===== config.mk =====
export PLATFORM = sky130hd
export DESIGN_NAME = dro_pulse_scheduler
export DESIGN_NICKNAME = d
export VERILOG_FILES = /design/src/rtl/dro_pulse_scheduler.sv
export SDC_FILE = /design/constraint.sdc
export NUM_CORES = 1
export LEC_CHECK = 0
export CAP_MARGIN = 20
export CORE_MARGIN = 2
export CORE_UTILIZATION = 40
export CTS_CLUSTER_SIZE = 28
export DETAILED_ROUTE_END_ITERATION = 7
export PLACE_DENSITY = 0.64
export SYNTH_ARGS = -nofsm -noshare
export SYNTH_HDL_FRONTEND = slang
export SYNTH_SLANG_ARGS = --single-unit

===== constraint.sdc =====
create_clock -name clk -period 3.4 [get_ports clk]
set_input_delay 0.68 -clock clk [delete_from_list [all_inputs] [get_ports clk]]
set_output_delay 0.68 -clock clk [all_outputs]
set_load 0.02 [all_outputs]

===== src/rtl/dro_pulse_scheduler.sv =====
// Serialises write/destructive-read requests onto a bank of DRO cells, spacing
// set/reset toggles by guard windows and checking read results against a shadow copy.
module dro_pulse_scheduler #(
  parameter int N_CELLS     = 4,
  parameter int SEP_CYCLES  = 3,
  parameter int OUT_WAIT    = 2,
  parameter int INIT_CYCLES = 8,
  localparam int IW = $clog2(N_CELLS)
) (
  input  logic               clk,
  input  logic               rst,
  input  logic               wr_req,
  input  logic [IW-1:0]      wr_idx,
  output logic               wr_ack,
  input  logic               rd_req,
  input  logic [IW-1:0]      rd_idx,
  output logic               rd_ack,
  output logic               rd_data,
  output logic [N_CELLS-1:0] dro_set,
  output logic [N_CELLS-1:0] dro_reset,
  input  logic [N_CELLS-1:0] dro_out,
  output logic               busy,
  output logic               err
);

  typedef enum logic [2:0] {
    S_INIT, S_IDLE, S_ISSUE, S_GUARD, S_WAIT_OUT, S_DONE
  } state_t;

  state_t             state;
  logic [15:0]        cnt;
  logic [N_CELLS-1:0] shadow;
  logic [N_CELLS-1:0] mask;
  logic               op_write, skip, bad_idx, ref_bit, prev_bit, rr_write;

  logic               pick_write;
  logic [IW-1:0]      g_idx;
  logic [N_CELLS-1:0] g_mask;
  logic               g_shadow, g_out, diff, hit;

  // An out-of-range index decodes to an all-zero mask, which doubles as the validity flag.
  always_comb begin
    pick_write = wr_req && (!rd_req || rr_write);
    g_idx      = pick_write ? wr_idx : rd_idx;
    g_mask     = '0;
    for (int unsigned i = 0; i < N_CELLS; i++)
      g_mask[i] = (g_idx == IW'(i));
    g_shadow = |(shadow & g_mask);
    g_out    = |(dro_out & g_mask);
    diff     = (|(dro_out & mask)) ^ ref_bit;
    hit      = rd_data | diff;
  end

  always_ff @(posedge clk or posedge rst) begin
    if (rst) begin
      state     <= S_INIT;
      cnt       <= '0;
      dro_set   <= '0;
      dro_reset <= '0;
      shadow    <= '0;
      mask      <= '0;
      wr_ack    <= 1'b0;
      rd_ack    <= 1'b0;
      rd_data   <= 1'b0;
      err       <= 1'b0;
      busy      <= 1'b1;
      rr_write  <= 1'b1;
      op_write  <= 1'b0;
      skip      <= 1'b0;
      bad_idx   <= 1'b0;
      ref_bit   <= 1'b0;
      prev_bit  <= 1'b0;
    end else begin
      wr_ack <= 1'b0;
      rd_ack <= 1'b0;
      case (state)
        S_INIT: begin
          if (cnt == 16'(INIT_CYCLES - 1)) begin
            cnt   <= '0;
            busy  <= 1'b0;
            state <= S_IDLE;
          end else begin
            cnt <= cnt + 16'd1;
          end
        end
        // The pulse is launched on the grant edge so the ISSUE cycle presents it and
        // the reference is the DRO output strictly before the toggle.
        S_IDLE: begin
          if (wr_req || rd_req) begin
            state    <= S_ISSUE;
            busy     <= 1'b1;
            op_write <= pick_write;
            mask     <= g_mask;
            bad_idx  <= ~|g_mask;
            prev_bit <= g_shadow;
            ref_bit  <= g_out;
            rd_data  <= 1'b0;
            if (wr_req && rd_req) rr_write <= ~pick_write;
            if (pick_write) begin
              skip    <= g_shadow || ~|g_mask;
              dro_set <= g_shadow ? dro_set : (dro_set ^ g_mask);
              shadow  <= shadow | g_mask;
            end else begin
              skip      <= ~|g_mask;
              dro_reset <= dro_reset ^ g_mask;
              shadow    <= shadow & ~g_mask;
            end
          end
        end
        S_ISSUE: begin
          cnt <= '0;
          if (skip) begin
            state  <= S_DONE;
            wr_ack <= op_write;
            rd_ack <= ~op_write;
            err    <= err | bad_idx;
          end else begin
            state <= S_GUARD;
          end
        end
        S_GUARD: begin
          if (cnt == 16'(SEP_CYCLES - 1)) begin
            cnt <= '0;
            if (op_write) begin
              state  <= S_DONE;
              wr_ack <= 1'b1;
            end else begin
              state <= S_WAIT_OUT;
            end
          end else begin
            cnt <= cnt + 16'd1;
          end
        end
        S_WAIT_OUT: begin
          if (diff) rd_data <= 1'b1;
          if (cnt == 16'(OUT_WAIT - 1)) begin
            cnt    <= '0;
            state  <= S_DONE;
            rd_ack <= 1'b1;
            if (hit != prev_bit) err <= 1'b1;
          end else begin
            cnt <= cnt + 16'd1;
          end
        end
        S_DONE: begin
          state <= S_IDLE;
          busy  <= 1'b0;
        end
        default: state <= S_INIT;
      endcase
    end
  end

endmodule


After elaboration in Yosys (flattened, before gate mapping) --
Cells that the tools add are included.
Word-level totals: register bits 46, output and inout port bits 13, logic and storage cells 107
Operators by class: add/subtract/negate cells 1, eq/ne operators 19, mux-type cells 31, bitwise gates (word level) 14, reduce and logical (&&, ||, !) cells 25
Operator list (number):
- 16-bit case mux with 4 select lines | 1
- 16-bit 2-to-1 mux | 3
- 3-bit case mux with 6 select lines | 1
- 16-bit by 1-bit adder with 16-bit output (second input constant) | 1
- 4-bit AND | 4
- 16-bit by 1-bit == test with 1-bit output (second input constant) | 1
- 16-bit by 2-bit == test with 1-bit output (second input constant) | 1
- 16-bit by 3-bit == test with 1-bit output (second input constant) | 1
- 4-bit OR reduction | 4
- 3-bit 2-to-1 mux | 5
- 1-bit 2-to-1 mux | 14
- 2-bit != test (second input constant) | 7
- 3-bit AND reduction | 4
- 4-bit AND reduction | 3
- 1-bit case mux with 2 select lines | 4
- 4-bit XOR | 2
- 3-bit by 2-bit == test with 1-bit output (second input constant) | 2
- 3-bit == test (second input constant) | 2
- 2-bit == test (second input constant) | 2
- 4-bit 2-to-1 mux | 1
- 4-bit NOT | 1
- 4-bit OR | 1
- 2-bit nonzero test | 2
- 4-bit nonzero test | 1
- other kinds (15) | 22

Longest topological paths before layout --
depth in word-level cells 9, mapped depth 8, mapped depth without buffers 7

Worst setup path after synthesis --
Ideal clock, no wire load.
kind in2reg, start point in rd_req, end point reg (tool-made name), library setup time 0.128 ns, arrival time 1.814 ns, path slack 1.459 ns, stages on the path 5, cell sequence nand2b_1 nand2_1 mux2_2 nor3_1 mux2_1
RTL lines:
- start, declared | RTL line 15 | input logic rd_req,

==> metrics.md <==
| Metric | Value |
|---|---|
| Status | finished, final reports clean |
| Drt wl/cell | 14.9 um |
| Core area | 0.00589 sq mm |
| CTS root buf | clkbuf_8 |
| Post-CTS sizing | 0 |
| Via count | 1,836 |
| Hold Crit Class | reg -> reg |
| YS warnings | 0 |
| CTS H-tree depth | 2 |
| Switching Fraction | 39.5% |
| Most common cell after layout, fill and taps aside | dfrtp_1 |
| Post-synthesis simple-gate area fraction | between 20% and 30% |
| Total Routed Length | 4980 um |
| Global-route wire length before repair | 8460 um |
| Post-Route Setup TNS | 0 ns |
| Port bufs | 24 |
| Total CTS buffers | 5 |
| Area of the multi-input gates | around 0.0012 sq mm |
| Antenna Cells | 0 |
| Final instance area | 0.00285 sq mm |
| Final antenna-violating net count | 0 |
| Synth Instances | 232 |
| Largest family of logic cells by synthesized area | simple AND/OR/NAND/NOR gates |
| Hold Buf Count CTS | 0 |
| GRT Residual Overflow | 0 |
| Mapped Avg Cell Area | approximately 10 sq um |
| Syn Nets | 247 |
| Starting Density | 41.3% |
| Critical Path Start Type | input port |
| # fillers | 542 |
| Power Internal | 1.34 mW |
| Register Area | 0.00115 sq mm |
| Setup Crit Path Kind | in -> reg |
| Final setup vio count | 0 |
| Tmin final | ~2.3 ns |
| Post-CTS Setup Repair Bufs | 0 |
| Number of global-route vias before repair | approximately 1,800 |
| Psw | 0.873 mW |
| Cell Area, Synth | 0.00243 sq mm |
| Clk pwr share | 17.7% |
| Dpl hpwl | 3470 um |
| Ratio of cells with drive above 1 in the final layout | between 10% and 20% |
| CTS Sinks | 46 |
| Pwr Density | ~780 mW/mm^2 |
| Combinational share of power | 41.2% |
| Final hold violation count | 0 |
| Xor and xnor fraction of the mapped netlist area | 8.29% |
| Die area | between 0.006 and 0.007 sq mm |
| Tot GR Track Use | ~17% |
| Synth-to-layout area growth | 17.4% |
| DRC violation count after routing | 0 |
| Worst Tran Pin Value | around 0.55 ns |
| Fmax | 0.433 GHz |
| Synth top area share | a little under half |
| Later-pin clock latency in the skew report | 0.30 ns |
| Commonest cells after routing, fill and taps aside | dfrtp_1 (44), nor2_1 (24), clkdlybuf4s50_1 (24) |
| Die X | roughly 82 um |
| Synth cell types | 54 |
| Final cycle utilization of the critical path | 67.9% |
| Util after Layout | 48.4% |
| Fin nets | 272 |
| Placed instance area | 0.00272 sq mm |
| First DRT Iteration DRCs | 132 |
| I/O Pins | 25 |
| Leakage Power | 1.25 nW |
| CP Data Required Time | 3.59 ns |
| Placed cells | 324 |
| Largest net degree at the start of global routing | 47 |
| Seq pwr share | between 40% and 50% |
| Main flop type after synthesis | dfrtp_1 |
| Critical path fanouts, max | 6 |
| Compound-Gate Fraction of Synth Area | around an eighth |
| Routed vias/inst | 5.51 |
| Adder-Cell Fraction of Synth Area | 1.55% |
| Clock transition at path regs | around 0.08 ns |
| Fin. max-slew vios | 0 |
| 1st-pass router iterations | 4 |
| Synth async-reset ratio | 100% |
| Max Clock Skew | 0.00854 ns |
| Total power draw | 2.21 mW |
| Post-Layout Cell Count | between 300 and 400 |
| Arrival time worst endpoint | 2.50 ns |
| Initial antenna violation count | 0 |
| CTS tree | built |
| RSZ-0062 raised after global routing | false |
| Post-synthesis mux area share | 4.02% |
| Yosys top cell by area | dfrtp_1 |
| CTS max path bufs | 2 |
| Relative slew slack | 63.0% |
| GP Congestion | 0.774 |
| Max_cap viols | 0 |
| Sequential area share after synthesis | between 40% and 50% |
| Flops & latches, synth | 46 |
| Post-synth EDFFs | 0 |
| Crit end category | register |
| Top post-synthesis cells by area | dfrtp_1 (45%), xor2_1 (5.0%), nor2_1 (3.7%) |
| Core Rows | 28 |
| Peak VDD IR | 0.366 mV |
| Die Y | between 80 and 90 um |
[logic make-up after synthesis]
logic type	Yosys count
simple gates	98
flops	46
compound gates	41
xor+xnor	23
buf+inv	12
mux	9
fa+ha+maj	3
[power groups by stage]
stage,Clock (mW),Sequential (mW),Combinational [mW]
finish,0.391,0.909,0.913
global route,0.426,0.937,1.01
CTS,0.399,0.909,0.914
detailed placement,0,0.914,0.908
global placement,0,0.918,0.900
floorplan,0,0.909,0.646
[sequential cells by signal (all words and copies together), names as in the netlist, named ones only]
| signal | cells |
|---|---|
| mask | 4 |
| ref_bit | 1 |
| cnt | 16 |
| skip | 1 |
| bad_idx | 1 |
| state | 3 |
| prev_bit | 1 |
| rd_data | 1 |
| rd_ack | 1 |
| dro_reset | 4 |
| err | 1 |
| busy | 1 |
| op_write | 1 |
| rr_write | 1 |
| wr_ack | 1 |
| dro_set | 4 |
[cells in the mapped netlist, drive strengths merged, types with 4 or more instances]
cell	count
dfrtp	44
o31ai	4
and3	5
o21ai	6
a21o	6
buf	5
xnor2	9
xor2	14
a221oi	5
nor4	7
a21oi	6
nor2	24
nor3	7
nand2	19
inv	4
nand4	6
mux2	6
nand3	6
nor2b	9
[path summary, 6_finish.rpt]
path                                                from                       end  slack, ns  cells past startpoint
worst max-delay path                              rd_req                  register       1.09                      6
worst min-delay path            dro_reset[1]$_DFFE_PP0P_  dro_reset[1]$_DFFE_PP0P_       0.47                      1
worst max register to register      state[0]$_DFFE_PP0P_                  register       1.23                      5
worst min register to register  dro_reset[1]$_DFFE_PP0P_  dro_reset[1]$_DFFE_PP0P_       0.47                      1
max in group asynchronous                            rst          busy$_DFFE_PP1P_       2.39                      3
min in group asynchronous                            rst  dro_reset[1]$_DFFE_PP0P_       0.54                      2
[final cells by class]
class                           instances  share of cell area [%]
Inverter                                4                   0.527
Tap cell                               75                    3.29
Clock buffer                            8                    3.86
Multi-Input combinational cell        174                    42.5
Timing Repair Buffer                   26                    9.39
Sequential cell                        46                    40.5
[metrics by stage]
stage	worst slack, ns	hold WS (ns)
2_1_floorplan	1.46	0.444
3_3_place_gp	0.843	0.458
5_1_grt	0.967	0.496
3_5_place_dp	0.789	0.460
4_1_cts	1.11	0.479
6_report	1.09	0.474
[routing by layer]
| layer | part of all wire [%] | GRT usage [%] | vias to the layer above |
|---|---|---|---|
| li1 | - | - | 882 |
| met1 | 48 | 22.7 | 906 |
| met2 | 46 | 25.7 | 40 |
| met3 | 3.5 | 3.52 | 8 |
| met4 | 1.8 | 6.00 | 0 |
| met5 | 0 | 0 | - |
[worst max-delay path: stages]
cell	delay (ns)
clkdlybuf4s50_1	0.54
nand2b_1	0.10
nand2_1	0.19
mux2_2	0.41
nor3_1	0.23
mux2_1	0.34
Power figures use the tool's default switching activity.
